[src/rtl/countdown_timer_bcd.sv]
// Loadable BCD countdown timer with run/hold/clear control, sticky time-up flag
// and a low-time warning; the BCD count feeds the seven-segment decoders directly.
module countdown_timer_bcd #(
  parameter int                   DIGITS = 2,
  parameter logic [4*DIGITS-1:0]  PRESET = 'h05,
  parameter logic [4*DIGITS-1:0]  WARN   = 'h03
) (
  input  logic                  CP,
  input  logic                  nCR,
  input  logic                  Tick,
  input  logic                  Start,
  input  logic                  Hold,
  input  logic                  Clr,
  input  logic                  Load,
  input  logic [4*DIGITS-1:0]   Load_val,
  output logic [4*DIGITS-1:0]   count,
  output logic [1:0]            state,
  output logic                  t_up,
  output logic                  warn,
  output logic                  running
);

  localparam int CW = 4 * DIGITS;
  localparam logic [CW-1:0] ZERO = '0;
  localparam logic [CW-1:0] ONE  = {{(CW-1){1'b0}}, 1'b1};

  typedef enum logic [1:0] {
    IDLE  = 2'b00,
    RUN   = 2'b01,
    PAUSE = 2'b10,
    DONE  = 2'b11
  } state_t;

  state_t          state_q, state_d;
  logic [CW-1:0]   count_q, count_d;
  logic [CW-1:0]   reload_q, reload_d;
  logic            t_up_q, t_up_d;

  function automatic logic [CW-1:0] bcd_clamp(input logic [CW-1:0] v);
    logic [CW-1:0] r;
    r = v;
    for (int i = 0; i < DIGITS; i++) begin
      if (v[4*i +: 4] > 4'd9) r[4*i +: 4] = 4'd9;
    end
    return r;
  endfunction

  // Ripple-borrow decrement: a zero digit becomes 9 and passes the borrow upward.
  function automatic logic [CW-1:0] bcd_dec(input logic [CW-1:0] v);
    logic [CW-1:0] r;
    logic          borrow;
    r      = v;
    borrow = 1'b1;
    for (int i = 0; i < DIGITS; i++) begin
      if (borrow) begin
        if (v[4*i +: 4] == 4'd0) begin
          r[4*i +: 4] = 4'd9;
        end else begin
          r[4*i +: 4] = v[4*i +: 4] - 4'd1;
          borrow      = 1'b0;
        end
      end
    end
    return r;
  endfunction

  always_ff @(posedge CP or negedge nCR) begin
    if (!nCR) begin
      state_q  <= IDLE;
      count_q  <= PRESET;
      reload_q <= PRESET;
      t_up_q   <= 1'b0;
    end else begin
      state_q  <= state_d;
      count_q  <= count_d;
      reload_q <= reload_d;
      t_up_q   <= t_up_d;
    end
  end

  always_comb begin
    state_d  = state_q;
    count_d  = count_q;
    reload_d = reload_q;
    t_up_d   = t_up_q;

    if (Clr) begin
      state_d = IDLE;
      count_d = reload_q;
      t_up_d  = 1'b0;
    end else if (Load && (state_q == IDLE)) begin
      reload_d = bcd_clamp(Load_val);
      count_d  = bcd_clamp(Load_val);
    end else begin
      unique case (state_q)
        IDLE: begin
          if (Start) begin
            if (count_q != ZERO) begin
              state_d = RUN;
            end else begin
              state_d = DONE;
              t_up_d  = 1'b1;
            end
          end
        end
        RUN: begin
          // Hold wins over a coincident Tick, so that Tick is simply lost.
          if (Hold) begin
            state_d = PAUSE;
          end else if (Tick) begin
            if ((count_q == ONE) || (count_q == ZERO)) begin
              count_d = ZERO;
              state_d = DONE;
              t_up_d  = 1'b1;
            end else begin
              count_d = bcd_dec(count_q);
            end
          end
        end
        PAUSE: begin
          if (!Hold) state_d = RUN;
        end
        DONE: begin
          if (Start && (reload_q != ZERO)) begin
            state_d = RUN;
            count_d = reload_q;
            t_up_d  = 1'b0;
          end
        end
        default: state_d = IDLE;
      endcase
    end
  end

  assign count   = count_q;
  assign state   = state_q;
  assign t_up    = t_up_q;
  assign running = (state_q == RUN) || (state_q == PAUSE);
  assign warn    = running && (count_q != ZERO) && (count_q <= WARN);

endmodule

[config.mk]
export PLATFORM = sky130hd
export DESIGN_NAME = countdown_timer_bcd
export DESIGN_NICKNAME = d
export VERILOG_FILES = /design/src/rtl/countdown_timer_bcd.sv
export SDC_FILE = /design/constraint.sdc
export NUM_CORES = 1
export LEC_CHECK = 0
export BUFFER_PORTS_ARGS = -buffer_cell sky130_fd_sc_hd__buf_2
export CAP_MARGIN = 40
export CORE_MARGIN = 2
export CORE_UTILIZATION = 35
export DETAILED_ROUTE_END_ITERATION = 8
export PLACE_DENSITY = 0.66
export SLEW_MARGIN = 20
export SYNTH_ARGS = -nofsm -noshare
export SYNTH_HDL_FRONTEND = slang
export SYNTH_SLANG_ARGS = --single-unit
[constraint.sdc]
create_clock -name CP -period 6.5 [get_ports CP]
set_input_delay 0.975 -clock CP [delete_from_list [all_inputs] [get_ports CP]]
set_output_delay 0.975 -clock CP [all_outputs]
set_load 0.1 [all_outputs]
==> After elaboration in Yosys (flattened, before gate mapping) <==
Cells that the tools add are included.
{ "word_totals": {"mem_bits_ro": 0, "latchBits": 0, "n_memories": 0, "input_bits": 15, "mem_bits_rw": 0, "register_bits": 19} }
{ "op_classes": {"n_shift": 0, "addsub": 2, "n_lt_le_gt_ge": 3, "reduce_logical": 19, "n_div": 0, "n_eq_ne": 18, "n_bitwise": 1, "n_mul": 0, "muxes": 38} }
{ "op_table": {"columns": ["operator", "count"], "rows": [
  ["$mux W8", 6],
  ["$ne A3 B3 Y1 const B", 7],
  ["$mux W4", 5],
  ["$ne A4 B4 Y1 const B", 5],
  ["$mux W2", 9],
  ["$pmux W8 S2", 1],
  ["$reduce_bool A8 Y1", 2],
  ["$mux W1", 15],
  ["$eq A8 B1 Y1 const B", 1],
  ["$gt A4 B4 Y1 const B", 2],
  ["$le A8 B2 Y1 const B", 1],
  ["$logic_not A4 Y1", 2],
  ["$logic_not A8 Y1", 1],
  ["$pmux W2 S4", 1],
  ["$reduce_and A8 Y1", 1],
  ["$reduce_bool A4 Y1", 2],
  ["$sub A4 B1 Y4 const B", 2],
  ["$reduce_and A6 Y1", 1],
  ["$ne A5 B5 Y1 const B", 1],
  ["$reduce_and A5 Y1", 1],
  ["$eq A2 B2 Y1 const B", 2],
  ["$logic_and A1 B1 Y1", 4],
  ["$reduce_and A4 Y1", 1],
  ["$pmux W1 S3", 1],
  ["6 further kinds", 7]
]} }

==> Logic depth before layout (Yosys ltp) <==
Gate-level depths: netlist of the first run.
{ "depth": {"depth_word": 15, "mapped_depth": 8, "depth_no_buf": 7} }

==> Worst setup path before layout of the first run <==
No wires, ideal clock.
{ "synth_timing": {"path_type": "register to output", "startpoint": "register state_q[0] (netlist: state[0])", "endpoint": "output port warn", "t_arrival_ps": 3020, "path_stages_with_launch": 4, "n_path_buf": 0, "slack_ps": 2505, "path_cell_list": "dfrtp_1 -> inv_1 -> ha_1 -> and4b_1"} }
{ "synth_via": {"elab_chain_cells": 4} }
{ "synth_lines": {"columns": ["element", "line_no", "rtl"], "rows": [
  ["from (decl)", "34", "state_t state_q, state_d;"],
  ["from (signal assigned)", "74", "state_q <= state_d;"],
  ["$eq A2 B1 Y1 or $eq A2 B2 Y1 (tied branches)", "138", "assign running = (state_q == RUN) || (state_q == PAUSE);"],
  ["$logic_or A1 B1 Y1 *", "138", null],
  ["via running", "20", "output logic running"],
  ["$logic_and A1 B1 Y1 * (2 in a row)", "139", "assign warn = running && (count_q != ZERO) && (count_q <= WARN);"],
  ["to (decl)", "19", "output logic warn,"]
]} }
Mark *: on every way through the listed nets, which the timed path passes. The rest lies on a longest branch.

==> Worst setup path in the final report of the first run <==
{ "layout_timing": {"startpoint": "register count_q[4] (netlist: count[4])", "endpoint": "output port warn"} }
{ "layout_via": {"elab_chain_cells": 3} }
{ "layout_lines": {"columns": ["element", "line_no", "rtl"], "rows": [
  ["from (decl)", "35", "logic [CW-1:0] count_q, count_d;"],
  ["from (signal assigned)", "75", "count_q <= count_d;"],
  ["branches (longest 2 deep; another with $le A8 B2 Y1)", null, null],
  ["$logic_and A1 B1 Y1 *", "139", null]
]} }
Every way passes the cells marked *.

==> results of run 1 <==
[routing by layer]
layer	up-vias	track usage	part of all wire
met5	-	0	0
met4	0	0.0510	0.012
met3	4	0.0290	0.044
met2	29	0.269	0.48
met1	583	0.217	0.46
li1	599	-	-
[synthesized netlist by cell type (2+ instances only)]
cell type	instances	area, sq um
a21o_1	3	22.5
a21oi_1	13	65.1
buf_6	2	22.5
clkbuf_1	2	7.51
dfrtp_1	15	375
dfstp_2	4	105
ha_1	5	62.6
inv_1	5	18.8
mux2_2	4	45.0
mux2_4	4	60.1
nand2_1	16	60.1
nand2b_1	4	25.0
nor2_1	12	45.0
nor2b_1	2	12.5
nor3_1	5	25.0
nor4_1	2	12.5
o21a_1	2	15.0
o21ai_0	15	75.1
o221ai_1	3	26.3
o22ai_1	2	12.5
o31ai_1	2	15.0
[layout make-up]
cell class	instances	area share
clock buffer	3	0.0264
multi-input combinational	118	0.526
inverter	5	0.0120
clock inverter	1	0.00320
sequential	19	0.307
timing repair buffer	27	0.0864
tap	48	0.0384
[flip-flops by register name, summed over array words and instances, names as in the netlist]
name	count
reload_q	8
t_up	1
count	8
state	2
[stage by stage]
step	total power [mW]	hold slack (ns)	std cells	area [sq um]
final	0.815	0.545	221	1560
after floorplan	0.650	0.470	146	1350
after global routing	0.862	0.577	221	1560
after detailed placement	0.729	0.529	217	1520
after global placement	0.727	0.509	217	1520
after CTS	0.815	0.546	221	1560
[power breakdown]
group          switching (mW)  internal (mW)  total, mW
clock                  0.0432         0.0427     0.0859
sequential             0.0677          0.168      0.236
combinational           0.358          0.135      0.493
total                   0.469          0.346      0.815
[kinds of logic after synthesis]
logic type      after synthesis  synth area share
compound gates               53             0.281
simple gates                 51             0.196
flops                        19             0.355
buf+inv                       9            0.0361
mux                           9            0.0851
fa+ha+maj                     5            0.0463
[worst paths after layout]
check,startpoint,endpoint,cells past startpoint
hold / removal,reload_q[0],reload_q[0],2
hold reg to reg,reload_q[0],reload_q[0],2
max in group asynchronous,nCR,count[2],1
setup reg to reg,state[0],count[7],7
setup / recovery,count[4],warn,3
min in group asynchronous,nCR,reload_q[3],1
[tightest hold or removal path, delay by kind of cell, from the launching register on]
| family | cells | cell delay, ns |
|---|---|---|
| flops | 1 | 0.38 |
| buf+inv | 1 | 0.06 |
| compound gates | 1 | 0.10 |
[cells in the final DEF (no fill, tap or decap), types with 2 or more instances in the layout]
cell,n
mux2_2,4
dfstp_2,4
inv_1,5
dfrtp_1,15
nor4_1,2
mux2_4,4
nand2b_1,4
ha_1,5
o22ai_1,2
a21oi_1,13
buf_2,27
a21o_1,3
nor2_1,12
clkbuf_8,3
o31ai_1,2
o221ai_1,3
o21a_1,2
o21ai_0,15
nor3_1,5
nor2b_1,2
nand2_1,16
==> flow_summary.ini, run 1 <==
[critical_path]
timing_worst_setup_path_type = reg2out
crit_arrival_ns = 2.02
cp.buffers_inverters = 1
required_ns = 5.52
critPathMaxStageDelay_ns = 0.56
path_cells = nor4_1 > and4b_1 > buf_2
crit_path_top_delay_cell = nor4_1
critical_path.max_fanout = 10
cpLargestDelayFamily = simple AND/OR/NAND/NOR gates
cp-start-kind = flip-flop
reg2reg_slack_ns = 4.14
worst_setup_path_end_kind = output port

[finish]
post-route-util = 0.424
fillers = 391
area_growth_pct = 15.6
seq_area_sq_um = 480
final_nets = 194
multi_input_area_sq_um = 823
n_antenna_cell = 0
drive_gt1_frac = 0.295

[sta]
fin_crit_sh = 0.461
final.setup_skew_ns = 0.00730
finalSetupTns_ns = 0
period_needed_ns = 2.99
hold_viol_final = 0
relSlewSlack = 0.510
layout_setup_ws_ns = 3.51
max_clock_freq_ghz = 0.334
worst_slew_pin_slew_ns = 0.730
slew_violations = 0
rsz0062_at_grt = no
setup_viol = 0

[synthesis]
synth-edff-count = 0
synth-seq-area-share = 0.355
synth_fp_nets = 166
synthFlopType = dfrtp_1
syn_inst = 146
ys_seq_elements = 19
yosysWarnings = 0
synthesis.area_sq_um = 1350
avgSynthCellArea_sq_um = 9.26
synth.distinct_cells = 45
synthArstFlopShare = 1.00

[global_route]
grt_max_degree = 20
grt_pass1_vias = 1224
overflow = 0
antenna_found_initial = 0
grt_use_total = 0.163
grt_pass1_wl_um = 5550

[die]
dieArea_sq_um = 4380
num_rows = 22
die_h_um = 66.2
core_sq_um = 3690
start_util = 0.367
boundaryPins = 28
die_w_um = 66.2

[cts]
post_cts_buffers = 0
cts_root_buf = clkbuf_8
path_clk_slew_ns = 0.08
cts_buffers = 3
cts_max_level = 1
cts_max_path_buffers = 2
tritoncts = done
cts.hold.buffers_added = 0
clk_latency_ns = 0.26
cts.sink_count = 19
cts_resized = 0

[drt]
drc = 0
wl_per_cell_um = 14.9
via_count = 1215
totalWireLength_um = 3290
final_antenna_net_count = 0
dr.pass1.iters = 4
first_iter_violations = 58
vias_per_cell = 5.50

[power]
leakage_nw = 0.688
p_per_area_nw_per_um2 = 521
vdd_drop_max_mv = 0.251

[worst_hold_path]
hp-class = reg2reg

[job]
maxCapViolations = 0

[place]
hpwl_um = 2440
dp_slack_ns = 3.81
portBuffers = 27
gp_congestion = 0.774

[outcome]
status = complete, no violations
No activity file was read; power rests on OpenSTA's default activity.
==> inputs of run 2 (changes only) <==
Settings changed: PLACE_DENSITY 0.66 to 0.68.
Clock period 6.5 ns to 2.5 ns, I/O delays scaled along.
==> run 2 against run 1 <==
Compared with the run above:
- clock-buffer cell count is the same
- non-clock buffer count grew 8
- core utilization grew 2.0 points
- combinational power grew to 2.7 times the previous value
- register-to-register slack lost 3.8 ns
- worst hold slack lost 0.51 ns
- sequential cell count is the same
- via count grew 1.5%
- final cell count grew 3.6%
- power grew to 2.6 times the previous value
- highest routed layer unchanged
==> flow_summary.ini, run 2 (synthesized netlist as in run 1, its figures left out) <==
[cts]
clk_latency_ns = 0.26
cts.sink_count = 19
cts.hold.buffers_added = 0
cts_resized = 0
post_cts_buffers = 0
cts_max_level = 1
path_clk_slew_ns = 0.07
cts_max_path_buffers = 2
cts_root_buf = clkbuf_8
tritoncts = done
cts_buffers = 3

[die]
die_w_um = 66.2
start_util = 0.367
boundaryPins = 28
dieArea_sq_um = 4380
die_h_um = 66.2
num_rows = 22
core_sq_um = 3690

[critical_path]
worstSetupStartpoint = count[4]
cp.depth = 4
worstReg2RegStart = state[1]
r2r-end = count[6]
reg2reg_slack_ns = 0.36
worst_setup_path_end_kind = output port
cp.buffers_inverters = 2
timing_worst_setup_path_type = reg2out
cpLargestDelayFamily = buffers and inverters
r2r_cells = 8
required_ns = 2.12
critPathMaxStageDelay_ns = 0.49
endpoint = warn
cp-start-kind = flip-flop
crit_path_top_delay_cell = dfrtp_1
path_cells = nor4_1 > buf_4 > and4b_4 > buf_2
critical_path.max_fanout = 10
crit_arrival_ns = 1.87

[sta]
hold_ws_ns = 0.0394
period_needed_ns = 2.25
slew_violations = 0
setup_viol = 0
hold_viol_final = 0
worst_slew_pin_slew_ns = 0.491
relSlewSlack = 0.675
final.setup_skew_ns = 0.00171
max_clock_freq_ghz = 0.445
finalSetupTns_ns = 0
fin_crit_sh = 0.898
rsz0062_at_grt = no

[finish]
n_antenna_cell = 0
final_common_cell = buf_2
final_nets = 202
drive_gt1_frac = 0.348
final_cell_mix = 27 x buf_2, 16 x nand2_1, 15 x o21ai_0
area_growth_pct = 21.1
fillers = 380

[drt]
drc = 0
vias_per_cell = 5.38
wl_per_cell_um = 14.1
dr.pass1.iters = 4
totalWireLength_um = 3240
first_iter_violations = 21
via_count = 1233
final_antenna_net_count = 0

[power]
leakage_nw = 0.722
vdd_drop_max_mv = 0.778
p_per_area_nw_per_um2 = 1310

[global_route]
grt_max_degree = 20
overflow = 0
grt_pass1_wl_um = 5590
grt_pass1_vias = 1227
antenna_found_initial = 0
grt_use_total = 0.166

[job]
maxCapViolations = 0

[worst_hold_path]
hp-class = in2async

[place]
portBuffers = 27
hpwl_um = 2510
gp_congestion = 0.774

[outcome]
status = complete, no violations
-- run 2: worst register-to-register path: stages, from the launching register on --
cell	delay, ns
dfrtp_4	0.50
inv_1	0.11
ha_1	0.17
buf_4	0.14
nand2b_1	0.11
nor3b_1	0.37
a2111oi_4	0.08
a31oi_4	0.25
mux2_4	0.32
-- run 2: power by group --
group	switching (mW)	total, mW	internal (mW)
Combinational	0.935	1.32	0.384
Clock	0.108	0.219	0.111
Sequential	0.168	0.610	0.442
Total	1.21	2.15	0.937
-- run 2: layer usage --
metal	part of all wire	vias to the layer above	track usage
met3	0.030	7	0.0221
li1	-	619	-
met4	0.022	0	0.0765
met2	0.46	23	0.274
met1	0.48	584	0.215
met5	0	-	0
-- run 2: through the flow --
step	utilization	setup slack, ns	area [sq um]	cells	total power [mW]
4_1_cts	0.444	0.235	1640	229	2.16
5_1_grt	0.444	0.162	1640	229	2.28
2_1_floorplan	-	0.0447	1370	146	1.70
3_5_place_dp	0.431	0.358	1590	225	1.94
6_report	0.444	0.255	1640	229	2.15
3_3_place_gp	0.431	0.383	1590	225	1.93
-- run 2: area by class of cell --
cell class	instances	area [sq um]	area share
Clock inverter	1	5.00	0.00306
Clock buffer	3	41.3	0.0252
Inverter	5	18.8	0.0115
Multi-Input combinational cell	118	830	0.506
Timing Repair Buffer	35	195	0.119
Sequential cell	19	488	0.298
Tap cell	48	60.1	0.0367
-- run 2: how the worst min path moves through the flow --
stage               cells past startpoint     endpoint  from  slack [ns]
floorplan                               0     count[1]   nCR        0.08
global placement                        1  reload_q[3]   nCR        0.34
CTS                                     1     count[3]   nCR        0.05
detailed placement                      1  reload_q[3]   nCR        0.34
global route                            1  reload_q[3]   nCR        0.07
finish                                  1  reload_q[3]   nCR        0.04
==> inputs of run 3 (changes only) <==
Settings changed: CORE_UTILIZATION 35 to 49, GPL_ROUTABILITY_DRIVEN set to 0, PLACE_DENSITY 0.68 to 0.75.
==> run 3 against run 2 <==
Compared with the run above:
- the flow now finishes with violations (negative hold slack)
- cell area is 3.8% lower
- non-clock buffer count is 3 lower
- maximum frequency is 3.1% lower
- die area is 27% lower
- critical endpoint is now count[7]
==> flow_summary.ini, run 3 (synthesized netlist as in run 1, its figures left out) <==
[die]
num_rows = 19
boundaryPins = 28
die_w_um = 56.5
core_sq_um = 2690
die_h_um = 56.5
start_util = 0.503
dieArea_sq_um = 3200

[sta]
relSlewSlack = 0.601
setup_viol = 0
final.setup_skew_ns = 0.00536
hold_ws_ns = -0.00597
worst_slew_pin_slew_ns = 0.598
slew_violations = 0
fin_crit_sh = 0.926
period_needed_ns = 2.32
max_clock_freq_ghz = 0.432
rsz0062_at_grt = no
hold_viol_final = 15
layout_setup_ws_ns = 0.184
finalSetupTns_ns = 0

[drt]
wl_per_cell_um = 15.7
via_count = 1287
final_antenna_net_count = 0
first_iter_violations = 45
totalWireLength_um = 3290
dr.pass1.iters = 4
drc = 0
vias_per_cell = 6.16

[outcome]
status = finished with violations
failed_checks = negative hold slack

[finish]
final_common_cell = buf_2
instances_no_fill = 209
drive_gt1_frac = 0.337
fillers = 259
final_nets = 199
n_antenna_cell = 0
area_growth_pct = 16.5
final_cell_mix = 27 x buf_2, 16 x nand2_1, 15 x o21ai_0

[cts]
cts_max_path_buffers = 2
cts.sink_count = 19
path_clk_slew_ns = 0.12
post_cts_buffers = 0
tritoncts = done
cts_max_level = 1
clk_latency_ns = 0.30
cts_root_buf = clkbuf_4
cts_buffers = 3

[place]
dp.cells = 205
hpwl_um = 2560
dp_slack_ns = 0.148
portBuffers = 27

[critical_path]
crit_arrival_ns = 2.52
path_cells = inv_1 > ha_1 > and2b_2 > a21oi_2 > a2111oi_4 > a31oi_4 > mux2_4
critical_path.max_fanout = 7
critPathMaxStageDelay_ns = 0.57
cp-start-kind = flip-flop
required_ns = 2.70
worst_setup_path_end_kind = flip-flop
crit_path_top_delay_cell = a2111oi_4
timing_worst_setup_path_type = reg2reg

[global_route]
grt_pass1_wl_um = 5590
grt_max_degree = 20
overflow = 0
antenna_found_initial = 0
grt_use_total = 0.223
grt_pass1_vias = 1259

[worst_hold_path]
hp-class = in2async

[power]
fin_total_pwr_mw = 2.09
p_per_area_nw_per_um2 = 1330
vdd_drop_max_mv = 1.04
leakage_nw = 0.699

[job]
maxCapViolations = 0
-- run 3: cell count changes in the layout (fill, tap and decap cells not counted), sizes merged --
| cell | change |
|---|---|
| buf | -3 |
-- run 3: repair_timing --
action                     4_1_cts  5_1_grt
hold buffers                     0        0
setup endpoints to repair        0        4
resized for setup                0        0
hold endpoints to repair         0        0
-- run 3: path summary, 6_finish.rpt --
kind | startpoint | depth (start not counted) | slack (ns) | to
min in group CP | Load_val[1] | 3 | 0.32 | reload_q[1]
worst min register to register | reload_q[3] | 2 | 0.52 | reload_q[3]
worst max register to register | state[1] | 7 | 0.18 | count[7]
worst min-delay path | nCR | 1 | -0.006 | count[5]
worst max-delay path | state[1] | 7 | 0.18 | count[7]
max in group asynchronous | nCR | 1 | 2.17 | state[1]
-- run 3: metal layers --
metal  wire (um)  part of all wire  global-route usage
met4          61             0.019              0.0884
met1        1500              0.46               0.303
met5           0                 0                   0
met3         147             0.045              0.0300
met2        1580              0.48               0.359
-- run 3: area by class of cell --
type                    instances  area [sq um]  area share
multi-input cells             118           830       0.527
flip-flops and latches         19           488       0.310
repair buffers                 32           173       0.110
well taps                      31          38.8      0.0246
clock buffers                   3          22.5      0.0143
inverters                       5          18.8      0.0119
clock inverters                 1          5.00     0.00318
-- run 3: power breakdown --
part	switching, mW	internal [mW]
registers	0.170	0.441
logic	0.947	0.375
clock network	0.101	0.0596
total	1.22	0.876
-- run 3: worst max-delay path: cells and delay by family (launching register included) --
kind,cells,cell delay [ns]
buffers and inverters,1,0.11
multiplexers,1,0.33
AND/OR/NAND/NOR,1,0.23
adder cells (fa/ha/maj),1,0.29
AO/OA/AOI/OAI,3,0.76
flip-flops,1,0.51
-- run 3: stage by stage --
step	utilization	cell area, sq um
after floorplan	-	1370
after global routing	0.586	1580
final	0.586	1580
after CTS	0.586	1580
after global placement	0.576	1550
after detailed placement	0.576	1550
